File: src/rtl/strobe_sequencer.sv
// rtl/strobe_sequencer.sv - trigger-to-strobe scheduler: delay, strobe pulse, holdoff
// Each accepted trigger edge snapshots its timing so later input changes cannot disturb it.
module strobe_sequencer #(
  parameter int CNT_W       = 32,
  parameter int SYNC_STAGES = 2,
  parameter int MISS_W      = 16
) (
  input  logic              clk48,
  input  logic              rst_n,
  input  logic              enable,
  input  logic              trig_in,
  input  logic [CNT_W-1:0]  delay_cycles,
  input  logic [CNT_W-1:0]  width_cycles,
  input  logic [CNT_W-1:0]  holdoff_cycles,
  output logic              strobe_out,
  output logic              busy,
  output logic [MISS_W-1:0] missed_cnt
);

  typedef enum logic [1:0] {IDLE, DELAY, PULSE, HOLDOFF} state_t;

  localparam logic [CNT_W-1:0]  CNT_ONE  = CNT_W'(1);
  localparam logic [MISS_W-1:0] MISS_ONE = MISS_W'(1);

  state_t                 state;
  logic [CNT_W-1:0]       counter;
  logic [CNT_W-1:0]       delay_s;
  logic [CNT_W-1:0]       width_s;
  logic [CNT_W-1:0]       holdoff_s;
  logic [SYNC_STAGES-1:0] sync_q;
  logic                   prev_q;
  logic                   trig_rise;

  always_ff @(posedge clk48) begin
    if (!rst_n) begin
      sync_q <= '0;
      prev_q <= 1'b0;
    end else begin
      sync_q <= {sync_q[SYNC_STAGES-2:0], trig_in};
      prev_q <= sync_q[SYNC_STAGES-1];
    end
  end

  assign trig_rise = sync_q[SYNC_STAGES-1] & ~prev_q;

  always_ff @(posedge clk48) begin
    if (!rst_n) begin
      state      <= IDLE;
      counter    <= '0;
      delay_s    <= '0;
      width_s    <= '0;
      holdoff_s  <= '0;
      strobe_out <= 1'b0;
      busy       <= 1'b0;
      missed_cnt <= '0;
    end else begin
      // An edge landing on the cycle we return to IDLE still sees a busy FSM.
      if (trig_rise && enable && (state != IDLE) && (missed_cnt != '1))
        missed_cnt <= missed_cnt + MISS_ONE;

      if (!enable) begin
        state      <= IDLE;
        counter    <= '0;
        strobe_out <= 1'b0;
        busy       <= 1'b0;
      end else begin
        case (state)
          IDLE: begin
            if (trig_rise) begin
              delay_s   <= delay_cycles;
              width_s   <= width_cycles;
              holdoff_s <= holdoff_cycles;
              counter   <= '0;
              busy      <= 1'b1;
              state     <= DELAY;
            end
          end
          DELAY: begin
            if (counter == delay_s) begin
              counter <= '0;
              if (width_s != '0) begin
                state      <= PULSE;
                strobe_out <= 1'b1;
              end else begin
                state <= HOLDOFF;
              end
            end else begin
              counter <= counter + CNT_ONE;
            end
          end
          PULSE: begin
            if (counter == width_s - CNT_ONE) begin
              counter    <= '0;
              strobe_out <= 1'b0;
              state      <= HOLDOFF;
            end else begin
              counter <= counter + CNT_ONE;
            end
          end
          HOLDOFF: begin
            if (counter == holdoff_s) begin
              counter <= '0;
              busy    <= 1'b0;
              state   <= IDLE;
            end else begin
              counter <= counter + CNT_ONE;
            end
          end
          default: begin
            state      <= IDLE;
            counter    <= '0;
            strobe_out <= 1'b0;
            busy       <= 1'b0;
          end
        endcase
      end
    end
  end

endmodule

File: config.mk
export PLATFORM = sky130hd
export DESIGN_NAME = strobe_sequencer
export DESIGN_NICKNAME = d
export VERILOG_FILES = /design/src/rtl/strobe_sequencer.sv
export SDC_FILE = /design/constraint.sdc
export NUM_CORES = 1
export LEC_CHECK = 0
export ABC_CLOCK_PERIOD_IN_PS = 9500
export BUFFER_PORTS_ARGS = -buffer_cell sky130_fd_sc_hd__buf_2
export CAP_MARGIN = 25
export CORE_MARGIN = 4
export CORE_UTILIZATION = 50
export DETAILED_ROUTE_END_ITERATION = 8
export PLACE_DENSITY_LB_ADDON = 0.25
export SETUP_SLACK_MARGIN = 0.2
export SLEW_MARGIN = 20
export SYNTH_ARGS = -nofsm -noshare
export SYNTH_HDL_FRONTEND = slang
export SYNTH_SLANG_ARGS = --single-unit
File: constraint.sdc
create_clock -name clk48 -period 9.5 [get_ports clk48]
set_clock_uncertainty 0.15 [all_clocks]
set_input_delay 1.425 -clock clk48 [delete_from_list [all_inputs] [get_ports clk48]]
set_output_delay 1.425 -clock clk48 [all_outputs]
set_load 0.02 [all_outputs]
==> results of run 1 <==
-- stage by stage --
stage / total power [uW] / cells
after CTS: 1450 / 1316
after floorplan: 748 / 1023
final: 1450 / 1316
after global routing: 1490 / 1316
after detailed placement: 789 / 1284
after global placement: 787 / 1283
-- state kept, by name, indices dropped and copies added (netlist names) --
| register | cells |
|---|---|
| busy | 1 |
| counter | 32 |
| delay_s | 32 |
| holdoff_s | 32 |
| missed_cnt | 16 |
| prev_q | 1 |
| state | 2 |
| strobe_out | 1 |
| sync_q | 2 |
| width_s | 32 |
-- report_power, final --
part           internal [uW]  switching (uW)  leakage, uW
clock network            377             294     0.000285
registers                642            9.49      0.00122
logic                   59.3            65.4      0.00239
total                   1080             369      0.00390
-- placed cells by master, fill, tap and decap left out, types with 5 or more instances in the layout --
master	n
and3_1	9
inv_6	6
or3_1	5
dfxtp_1	151
xnor2_1	41
nor3_1	19
o311ai_4	8
a21boi_0	100
nor4_1	27
inv_1	8
nor2_1	21
and2_1	21
nor2b_1	8
ha_1	7
xor2_1	88
o21ai_0	23
nand2_1	252
a21oi_1	7
nand2b_1	8
nand4_1	23
clkbuf_16	17
or2_2	5
nand3_1	38
buf_2	117
-- per-layer routing --
metal	up-vias	GRT usage, %	part of all wire (%)
met4	0	6.71	2.0
met1	3330	31.4	46
met2	217	37.1	46
met5	-	0	0
li1	3614	-	-
met3	24	4.27	6.2
-- worst paths after layout --
| kind | endpoint | depth (start not counted) | slack (ns) | start |
|---|---|---|---|---|
| worst max-delay path | counter[8] | 11 | 5.67 | width_s[0] |
| worst min-delay path | sync_q[1] | 1 | 0.29 | sync_q[0] |
| worst max register to register | counter[8] | 11 | 5.67 | width_s[0] |
| worst min register to register | sync_q[1] | 1 | 0.29 | sync_q[0] |
-- worst reg2reg max path: cells and delay by family, from the launching register on --
kind	cells	cell delay [ns]
simple gates	5	1.97
fa+ha+maj	1	0.22
xor+xnor	1	0.16
buf+inv	1	0.09
compound gates	3	0.69
flops	1	0.39
-- area by class of cell --
class                           count  share of cell area [%]
Sequential cell                   151                    31.7
Tap cell                          220                    2.89
Clock buffer                       19                    4.65
Clock inverter                     13                    1.40
Multi-Input combinational cell    783                    52.3
Inverter                            8                   0.315
Timing Repair Buffer              122                    6.75
-- logic make-up (layout without fill, tap and decap cells) --
| family | after synthesis | in the layout | share of synthesized area (%) |
|---|---|---|---|
| AO/OA/AOI/OAI | 176 | 176 | 17.0 |
| multiplexers | 5 | 5 | 0.613 |
| AND/OR/NAND/NOR | 465 | 465 | 27.0 |
| adder cells (fa/ha/maj) | 7 | 7 | 1.05 |
| flip-flops | 151 | 151 | 36.1 |
| buffers and inverters | 89 | 162 | 4.41 |
| XOR/XNOR | 130 | 130 | 13.8 |
==> impl_metrics.json, run 1 <==
{
  "grt_max_degree": 119,
  "ant_nets": 0,
  "syn2layout_area_growth_pct": 14.0,
  "drtIter0Drc": 523,
  "synth-seq-area-share_pct": 36.1,
  "final_hold_viol_count": 0,
  "syn_avg_cell_area_um2": 8.18,
  "post_cts_buffers": 0,
  "power.leakage_uw": 0.00390,
  "synth.most_common_cell": "nand2_1",
  "fillers": 1583,
  "netlist_instances": 1023,
  "placed_area_um2": 8960,
  "synth_commonest_cells": "nand2_1, dfxtp_1, a21boi_0",
  "synth_edf_count": 0,
  "fin_setup_tns_ns": 0,
  "grt_pass1_vias": 6573,
  "insertion_delay_ns": 0.42,
  "grtUsageTotal_pct": 23.0,
  "core_area_um2": 16500,
  "cp-start-kind": "flop",
  "nNetsFinal": 1190,
  "maxSlewHeadroom_pct": 37.2,
  "outcome": "finished clean",
  "die_h_um": 137,
  "arrival_ns": 3.94,
  "drtPass1Iterations": 5,
  "ys_ff_latch": 151,
  "worst_hold_slack_ns": 0.293,
  "numCtsBuffers": 17,
  "antenna_found_initial": 0,
  "synth_top_area_share_pct": 36.1,
  "ctsHoldBuffers": 0,
  "ctsLongestPathBuffers": 2,
  "die_w_um": 137,
  "critPathSlowestCell": "or4b_1",
  "syn_nets": 1130,
  "setup_viol": 0,
  "ys.flop_type": "dfxtp_1",
  "cts_sinks": 151,
  "critical-path-top-delay-family": "simple AND/OR/NAND/NOR gates",
  "post_cts_resized": 0,
  "num_antenna_cells": 0,
  "ir_drop_v": 0.000113,
  "routabilityCongestion": 0.910,
  "vias": 7185,
  "port_buffers": 117,
  "grt.overflow.total": 0,
  "path_max_fanout": 23,
  "crit_type": "reg2reg",
  "wl_per_cell_um": 16.4,
  "tightest_slew_ns": 0.941,
  "drive_gt1_share_pct": 16.4,
  "cts_max_level": 4,
  "cts_tree": "done",
  "final_util_pct": 57.9,
  "cp_cell_sequence": "inv_1 -> ha_1 -> or4b_1 -> xnor2_1 -> or4_1 -> a211oi_1 -> o2111ai_1 -> nor4_2 -> or2_1 -> or3_4 -> o311ai_0",
  "fmax_ghz": 0.261,
  "ios": 118,
  "ys_types": 64,
  "netlist_area_um2": 8360,
  "finalWirelength_um": 21600,
  "start_util_pct": 50.8,
  "path_buf_inv": 1,
  "yosys_warnings": 0,
  "finalCriticalPeriod_ns": 3.83,
  "drv_cap": 0,
  "pre_cts_slack_ns": 5.73,
  "worst_ep_required_time_ns": 9.62,
  "num_rows": 47,
  "dp_hpwl_um": 15100,
  "die_area_um2": 18900,
  "rsz0062_at_grt": "no",
  "yosysTopAreaCell": "dfxtp_1",
  "synthArstFlopShare_pct": 0,
  "final.setup.worst_slack_ns": 5.67,
  "cts-root-buf": "clkbuf_16",
  "hp-class": "reg2reg",
  "fin_area_um2": 9530,
  "drc_errors": 0,
  "ys_top_cells_by_area": "dfxtp_1, nand2_1, xor2_1, a21boi_0, xnor2_1",
  "path_clk_slew_ns": 0.07,
  "multi_input_area_um2": 4990,
  "post-route-period-util_pct": 40.3,
  "cp-end-kind": "flop",
  "seq_area_um2": 3020,
  "cpPeakStageDelay_ns": 0.57,
  "pwr_density_cell_nw_per_um2": 152,
  "grt_pass1_wl_um": 33900,
  "finalMaxSlewViolations": 0,
  "viasPerCell": 5.46
}
(Power assumes the default switching activity.)
==> run 2: changes to the inputs <==
- ABC_AREA: not set -> 1
- ABC_CLOCK_PERIOD_IN_PS: 9500 -> 3350
- clock period: 9.5 -> 3.35 ns (I/O delays scaled with it)
==> run 2 against run 1 <==
  * Register-to-register slack lost 5.1 ns
  * Design area grew 5.9%
  * Non-clock buffer count grew 12
  * Sequential power grew to 2.9 times the previous value
  * Area after synthesis grew 6.0%
  * Critical path type unchanged
==> impl_metrics.json, run 2 <==
{
  "outcome": "finished clean",
  "combPwrFrac_pct": 14.5,
  "syn_avg_cell_area_um2": 6.85,
  "post_cts_buffers": 0,
  "dp.cells": 1580,
  "path_clk_slew_ns": 0.07,
  "ys_top_cells_by_area": "dfxtp_1, nand2_1, inv_1, a21oi_1, o21ai_0",
  "final.setup.worst_slack_ns": 0.527,
  "cts_tree": "done",
  "grt_pass1_vias": 7781,
  "cts-root-buf": "clkbuf_16",
  "yosys_warnings": 0,
  "swShare_pct": 29.1,
  "routabilityCongestion": 0.959,
  "die_h_um": 141,
  "cp-end-kind": "flop",
  "antenna_found_initial": 0,
  "final_cell_mix": "nand2_1, inv_1, dfxtp_1",
  "fin_setup_tns_ns": 0,
  "crit_type": "reg2reg",
  "hp-class": "in2reg",
  "num_antenna_cells": 0,
  "ff2ff_path_depth": 13,
  "finalMaxSlewViolations": 0,
  "drive_gt1_share_pct": 16.6,
  "syn2layout_area_growth_pct": 13.9,
  "worstReg2RegEnd": "counter[1]",
  "synth-simple-area-share_pct": 27.1,
  "vias": 8333,
  "syn_nets": 1401,
  "ys_types": 41,
  "layout_commonest_cell": "nand2_1",
  "worst_hold_slack_ns": 0.147,
  "cts_sinks": 151,
  "reg2reg_from": "width_s[12]",
  "tightest_slew_ns": 0.566,
  "port_buffers": 117,
  "synth.most_common_cell": "nand2_1",
  "pre_cts_slack_ns": 0.593,
  "yosysTopAreaCell": "dfxtp_1",
  "ctsHoldBuffers": 0,
  "post-route-period-util_pct": 84.3,
  "num_rows": 48,
  "setup_viol": 0,
  "finalWirelength_um": 23300,
  "rsz0062_at_grt": "no",
  "crit_end": "counter[1]",
  "synth-xor-area-share_pct": 9.78,
  "power.internal_uw": 3080,
  "nNetsFinal": 1481,
  "synth_top_area_share_pct": 34.1,
  "fin_cells": 1612,
  "synthArstFlopShare_pct": 0,
  "wl_per_cell_um": 14.4,
  "ys_ff_latch": 151,
  "pwr-share-clk_pct": 42.3,
  "drtIter0Drc": 596,
  "netlist_area_um2": 8860,
  "synth_edf_count": 0,
  "viasPerCell": 5.17,
  "synth_commonest_cells": "nand2_1, inv_1, dfxtp_1",
  "synth_compound_area_share_pct": 15.5,
  "netlist_instances": 1294,
  "die_w_um": 141,
  "final_hold_viol_count": 0,
  "ir_drop_v": 0.000344,
  "fmax_ghz": 0.354,
  "grt_max_degree": 72,
  "synthAdderAreaFrac_pct": 0.988,
  "drtPass1Iterations": 5,
  "ys.flop_type": "dfxtp_1",
  "drv_cap": 0,
  "grt.overflow.total": 0,
  "maxSlewHeadroom_pct": 62.2,
  "grt_pass1_wl_um": 38000,
  "cts_max_level": 4,
  "core_area_um2": 17400,
  "power_switching_uw": 1270,
  "synthMuxAreaShare_pct": 0,
  "start_util_pct": 51.1,
  "worst_ep_required_time_ns": 3.50,
  "reg2reg_slack_ns": 0.53,
  "ctsLongestPathBuffers": 2,
  "post_cts_resized": 0,
  "ios": 118,
  "synth_top_family_by_area": "simple AND/OR/NAND/NOR gates",
  "die_area_um2": 19900,
  "pwr-share-seq_pct": 43.2,
  "cp-start-kind": "flop",
  "drc_errors": 0,
  "ant_nets": 0,
  "placed_area_um2": 9540,
  "arrival_ns": 2.97,
  "power.leakage_uw": 0.00430,
  "insertion_delay_ns": 0.43,
  "dp_hpwl_um": 17700,
  "grtUsageTotal_pct": 23.7,
  "finalCriticalPeriod_ns": 2.82,
  "fin_area_um2": 10100,
  "synth-seq-area-share_pct": 34.1,
  "pwr_density_cell_nw_per_um2": 431,
  "cp-startpoint": "width_s[12]",
  "numCtsBuffers": 17,
  "path_max_fanout": 32
}
run 2: critical path: stages, from the launching register on:
cell and delay [ns]:
dfxtp_1 0.37, nor2_1 0.17, nand2_1 0.12, nor2_1 0.31
nand3_1 0.19, xnor2_1 0.16, nor2_1 0.10, nand2_1 0.05
nor2_1 0.12, nand3_2 0.09, nand2_2 0.11, nand3_4 0.44
nand3_1 0.21, a21oi_1 0.08
run 2: cell families after synthesis:
group	count (synthesis)
flops	151
simple gates	490
xor+xnor	99
buf+inv	280
fa+ha+maj	7
compound gates	267
run 2: how the worst min path moves through the flow:
stage	startpoint	to	slack [ns]	depth (start not counted)
2_1_floorplan	sync_q[0]	sync_q[1]	0.24	2
4_1_cts	trig_in	sync_q[0]	0.13	3
6_report	trig_in	sync_q[0]	0.15	3
3_3_place_gp	sync_q[0]	sync_q[1]	0.25	2
5_1_grt	trig_in	sync_q[0]	0.14	3
3_5_place_dp	sync_q[0]	sync_q[1]	0.27	2
run 2: stage by stage:
step                total power [uW]  utilization, %
finish                          4350            58.2
global placement                2540            54.9
global route                    4550            58.2
CTS                             4390            58.2
floorplan                       2360               -
detailed placement              2550            54.9
run 2: area by class of cell:
type	instances	area (um^2)
Fill cell	1675	7260
Multi-Input combinational cell	863	4730
Sequential cell	151	3020
Inverter	207	777
Timing Repair Buffer	134	726
Clock buffer	19	453
Tap cell	225	282
Clock inverter	13	111
run 2: metal layers:
metal	vias to the layer above	GRT usage, %	part of all wire (%)
met5	-	0	0
met4	0	9.13	2.7
met3	45	4.65	6.4
met2	254	35.7	43
met1	3741	33.4	48
li1	4293	-	-
run 2: power by group through the flow:
stage / sequential (uW) / combinational (uW) / clock [uW]
finish: 1880 / 633 / 1840
global route: 1880 / 718 / 1950
CTS: 1880 / 635 / 1870
detailed placement: 1920 / 630 / 0
global placement: 1920 / 626 / 0
floorplan: 1910 / 456 / 0
